[config.mk]
export PLATFORM = sky130hd
export DESIGN_NAME = wb2axil_bridge
export DESIGN_NICKNAME = d
export VERILOG_FILES = /design/src/rtl/wb2axil_pkg.sv /design/src/rtl/wb2axil_timeout.sv /design/src/rtl/wb2axil_bridge.sv
export SDC_FILE = /design/constraint.sdc
export NUM_CORES = 1
export LEC_CHECK = 0
export ABC_AREA = 0
export CAP_MARGIN = 20
export CORE_MARGIN = 2
export CORE_UTILIZATION = 36
export CTS_CLUSTER_DIAMETER = 60
export CTS_CLUSTER_SIZE = 16
export DETAILED_ROUTE_END_ITERATION = 7
export PLACE_DENSITY = 0.88
export SLEW_MARGIN = 0
export SYNTH_ARGS = -nofsm -noshare
export SYNTH_HDL_FRONTEND = slang
export SYNTH_HIERARCHICAL = 1
export SYNTH_SLANG_ARGS = --single-unit
[constraint.sdc]
create_clock -name clk -period 1.9 [get_ports clk]
set_clock_uncertainty 0.15 [all_clocks]
set_input_delay 0.475 -clock clk [delete_from_list [all_inputs] [get_ports clk]]
set_output_delay 0.475 -clock clk [all_outputs]
set_load 0.02 [all_outputs]
[src/rtl/wb2axil_pkg.sv]
// wb2axil_pkg: bridge FSM states, AXI response codes and response classification.
package wb2axil_pkg;
   typedef enum logic [2:0] {IDLE, WADDR, WRESP, RADDR, RDATA, RESP} state_t;
   localparam logic [1:0] OKAY = 2'b00, EXOKAY = 2'b01, SLVERR = 2'b10, DECERR = 2'b11;
   function automatic logic is_error(input logic [1:0] resp);
      return resp == SLVERR || resp == DECERR;
   endfunction
endpackage

[src/rtl/wb2axil_timeout.sv]
// wb2axil_timeout: response-wait counter; expired marks the last allowed cycle, TIMEOUT_CYC=0 disables it.
module wb2axil_timeout #(
   parameter int TIMEOUT_CYC = 256
) (
   input  logic clk,
   input  logic rst_n,
   input  logic run,
   input  logic clear,
   output logic expired
);
   localparam int CW = TIMEOUT_CYC > 1 ? $clog2(TIMEOUT_CYC) : 1;
   localparam logic [CW-1:0] LAST = CW'(TIMEOUT_CYC > 0 ? TIMEOUT_CYC - 1 : 0);
   logic [CW-1:0] cnt;
   always_ff @(posedge clk or negedge rst_n)
      if (!rst_n) cnt <= '0;
      else if (clear) cnt <= '0;
      else if (run && !expired) cnt <= cnt + 1'b1;
   assign expired = (TIMEOUT_CYC != 0) && run && cnt == LAST;
endmodule

[src/rtl/wb2axil_bridge.sv]
// wb2axil_bridge: Wishbone classic slave to AXI4-Lite master, one outstanding transaction.
module wb2axil_bridge import wb2axil_pkg::*; #(
   parameter int         ADDR_W      = 32,
   parameter int         DATA_W      = 32,
   parameter int         TIMEOUT_CYC = 256,
   parameter logic [2:0] AXI_PROT    = 3'b000
) (
   input  logic                clk,
   input  logic                rst_n,
   input  logic                wb_cyc_i,
   input  logic                wb_stb_i,
   input  logic                wb_we_i,
   input  logic [ADDR_W-1:0]   wb_adr_i,
   input  logic [DATA_W-1:0]   wb_dat_i,
   input  logic [DATA_W/8-1:0] wb_sel_i,
   output logic [DATA_W-1:0]   wb_dat_o,
   output logic                wb_ack_o,
   output logic                wb_err_o,
   output logic                awvalid,
   input  logic                awready,
   output logic [ADDR_W-1:0]   awaddr,
   output logic [2:0]          awprot,
   output logic                wvalid,
   input  logic                wready,
   output logic [DATA_W-1:0]   wdata,
   output logic [DATA_W/8-1:0] wstrb,
   input  logic                bvalid,
   output logic                bready,
   input  logic [1:0]          bresp,
   output logic                arvalid,
   input  logic                arready,
   output logic [ADDR_W-1:0]   araddr,
   output logic [2:0]          arprot,
   input  logic                rvalid,
   output logic                rready,
   input  logic [DATA_W-1:0]   rdata,
   input  logic [1:0]          rresp
);
   state_t state, state_n;
   logic [ADDR_W-1:0] adr_q;
   logic [DATA_W-1:0] dat_q;
   logic [DATA_W/8-1:0] sel_q;
   logic aw_done, w_done, err_q, run, expired;
   wire aw_hs = awvalid && awready;
   wire w_hs  = wvalid && wready;
   assign run      = state == WRESP || state == RDATA;
   assign awvalid  = state == WADDR && !aw_done;
   assign wvalid   = state == WADDR && !w_done;
   assign arvalid  = state == RADDR;
   assign bready   = state == WRESP || state == IDLE;
   assign rready   = state == RDATA || state == IDLE;
   assign wb_ack_o = state == RESP && !err_q;
   assign wb_err_o = state == RESP && err_q;
   assign awaddr   = adr_q;
   assign araddr   = adr_q;
   assign wdata    = dat_q;
   assign wstrb    = sel_q;
   assign awprot   = AXI_PROT;
   assign arprot   = AXI_PROT;
   wb2axil_timeout #(.TIMEOUT_CYC(TIMEOUT_CYC)) u_timeout (
      .clk(clk), .rst_n(rst_n), .run(run), .clear(!run), .expired(expired)
   );
   always_ff @(posedge clk or negedge rst_n)
      if (!rst_n) state <= IDLE;
      else state <= state_n;
   // Address and write channels may complete in either order or together.
   always_comb begin
      state_n = state;
      case (state)
         IDLE:    if (wb_cyc_i && wb_stb_i) state_n = wb_we_i ? WADDR : RADDR;
         WADDR:   if ((aw_done || aw_hs) && (w_done || w_hs)) state_n = WRESP;
         WRESP:   if (bvalid || expired) state_n = RESP;
         RADDR:   if (arready) state_n = RDATA;
         RDATA:   if (rvalid || expired) state_n = RESP;
         RESP:    state_n = IDLE;
         default: state_n = IDLE;
      endcase
   end
   always_ff @(posedge clk or negedge rst_n)
      if (!rst_n) begin
         adr_q    <= '0;
         dat_q    <= '0;
         sel_q    <= '0;
         aw_done  <= 1'b0;
         w_done   <= 1'b0;
         err_q    <= 1'b0;
         wb_dat_o <= '0;
      end else begin
         if (state == IDLE && wb_cyc_i && wb_stb_i) begin
            adr_q <= wb_adr_i;
            dat_q <= wb_dat_i;
            sel_q <= wb_sel_i;
         end
         aw_done <= state == WADDR && (aw_done || aw_hs);
         w_done  <= state == WADDR && (w_done || w_hs);
         if (state == WRESP && bvalid) err_q <= is_error(bresp);
         else if (state == RDATA && rvalid) err_q <= is_error(rresp);
         else if (expired) err_q <= 1'b1;
         if (state == RDATA && rvalid) wb_dat_o <= rdata;
      end
endmodule

==> results.yml <==
clock_network:
  root_buffer: "clkbuf_16"
  htreeDepth: 4
  clk_latency_ns: 0.41
  ctsLongestPathBuffers: 2
  cts_made_buffers: 17
  cts_tree: "built"
  cts.sinks: 114
  path_clk_slew_ns: 0.05
power_and_ir_drop:
  power_density_mw_per_mm2: 1770
  peakVddDrop_v: 0.000927
  leakage_nw: 4.17
route:
  drcViolationCount: 0
  via_count: 3949
  drt-total-wl_mm: 15.4
  dr.pass1.iters: 4
  viasPerCell: 4.79
  drt_first_iter_violations: 124
  wire_per_inst_microns: 18.7
  drtAntennaViolNets: 0
setup_path:
  worst_path_most_repeated_cell: "buf_6"
  startpoint_type: "flop"
  max_stage_delay_ns: 0.42
  critPathSlowestCell: "dfrtp_2"
  crit_required_ns: 2.03
  crit_fanout: 8
  end_kind: "flop"
  worstPathArrival_ns: 2.19
  critical_path_class: "reg -> reg"
  crit_chain: "buf_6 > buf_6 > nor4_4 > buf_12 > buf_6 > buf_8 > mux2_4"
synth:
  synth-edff-count: 0
  postSynthCellCount: 349
  synth_area_leaders: "dfrtp_1 57%, mux2_2 12%, mux2_4 9.0%"
  yosysWarningCount: 6
  synth_top_cell_by_area: "dfrtp_1"
  synth_seq_cells: 114
  ys.flop_type: "dfrtp_1"
  synth_top_area_share_pct: 56.7
  synth.distinct_cells: 42
  seq_area_frac_synth_pct: 56.7
  syn-cell-area_sq_mm: 0.00503
  async_flop_share_pct: 100
  syn_area_per_cell_sq_um: 14.4
flow_run:
  drv_cap: 0
finish:
  final_nets: 746
  final_cell_mix: "132 x dlygate4sd2_1, 111 x dfrtp_1, 110 x clkdlybuf4s50_1"
  final_common_cell: "dlygate4sd2_1"
  drive_above_1_share_pct: 35.4
  final_util_pct: 64.7
  syn2layout_area_growth_pct: 77.2
  antenna_cells: 0
floorplanning:
  die_area_sq_mm: 0.0149
  die_x_microns: 122
  die_h_microns: 122
  start_util_pct: 36.5
  core_region_area_sq_mm: 0.0138
  rows: 43
  boundaryPins: 259
timing:
  fmax_mhz: 487
  period_needed_ns: 2.05
  finalWorstSetupSlack_ns: -0.153
  report.final.slew_viol_count: 0
  hold_viol_final: 0
  fin_crit_sh_pct: 108
  rsz0062_at_grt: "yes"
  finalSetupViolCount: 96
global_route:
  grt_pass1_vias: 4378
  overflow: 0
  top_usage_layer: "met2"
  grt.total_usage_pct: 20.6
  grt_max_degree: 33
  antenna_found_initial: 0
  gr-usage-met3_pct: 6.98
  use_met1_pct: 22.4
  grt_pass1_wl_mm: 23.3
  gr-usage-met2_pct: 37.3
placement:
  gp_congestion: 0.862
  port-buffer-count: 250
  dp_slack_ns: -0.378
  dp_hpwl_mm: 10.5
status:
  violations: "setup timing"
  status: "finished with violations"
worst_hold_path:
  min_path_type: "reg -> reg"
## kinds of logic (layout without fill, tap and decap cells)
family | after synthesis | count (layout) | synth area share [%]
adders and majority gates | 1 | 1 | 0.249
AOI/OAI and AO/OA | 20 | 20 | 2.89
other | 1 | 6 | 0.0746
DFF | 114 | 114 | 56.7
muxes | 105 | 105 | 25.7
buffers and inverters | 58 | 348 | 8.48
and+or+nand+nor | 50 | 50 | 5.87
## cell usage after synthesis (all sizes together), types with 2 or more instances
master,instances
nor3b,2
o21ai,2
a21oi,4
dfrtp,114
nand3,3
buf,53
nand2,4
and3,3
nor3,2
a211oi,4
nor4,2
a31oi,2
nor2,15
nor2b,5
nand2b,6
inv,4
nand4,2
mux2,104
## metal layers
| layer | part of all wire, % | wire [microns] | up-vias |
|---|---|---|---|
| met2 | 53 | 8170 | 189 |
| met5 | 0 | 0 | - |
| met4 | 2.3 | 355 | 0 |
| li1 | - | - | 1746 |
| met3 | 7.2 | 1110 | 33 |
| met1 | 37 | 5780 | 1981 |
## state kept, by name, summed over array words and instances (netlist names), 3 cells and up
name	flops
araddr	32
wb_dat_o	32
wdata	32
u_timeout/cnt	8
wstrb	4
state	3
## per-stage QoR
step	total power [mW]	cells	hold WS [ns]	cell area, sq um	setup TNS [ns]
after floorplan	8.54	354	0.0294	5070	-0.0148
after global placement	11.8	764	0.257	7720	-28.88
after detailed placement	12.1	764	0.261	7720	-32.77
after CTS	15.5	818	0.354	8730	-5.21
after global routing	16.5	824	0.372	8910	-13.04
final	15.7	824	0.347	8910	-7.55
## layout make-up
cell class,count,area [sq um]
clock buffers,22,464
flip-flops and latches,114,2860
multi-input cells,182,2150
well taps,180,225
repair inverters,1,7.51
clock inverters,10,180
inverters,4,18.8
repair buffers,311,3010
fillers,1037,4860
## worst max-delay path: cells and delay by family, from the launching register on
family                 cells  cell delay (ns)
buffers and inverters      5             0.68
flip-flops                 1             0.42
multiplexers               1             0.31
AND/OR/NAND/NOR            1             0.35
## repair_timing
action / in CTS / in global routing
setup buffers: 19 / 6
resized for setup: 246 / 35
hold endpoints to repair: 22 / 0
hold buffers: 1 / 0
cloned: 2 / 2
setup endpoints to repair: 210 / 109
pin swaps: 8 / 4
## where the power goes
group / internal (mW) / switching [mW]
clock network: 2.39 / 1.10
registers: 3.58 / 0.761
logic: 4.05 / 3.86
total: 10.0 / 5.72
## final timing paths
kind                                   end  startpoint  depth (start not counted)  slack [ns]
worst max register to register  araddr[25]    state[0]                          7       -0.15
max in group asynchronous         wdata[7]       rst_n                          3        0.67
worst max-delay path            araddr[25]    state[0]                          7       -0.15
min in group asynchronous         wstrb[3]       rst_n                          2        0.38
worst min-delay path              wdata[5]    wdata[5]                          1        0.35
worst min register to register    wdata[5]    wdata[5]                          1        0.35
No activity file was read; power rests on OpenSTA's default activity.
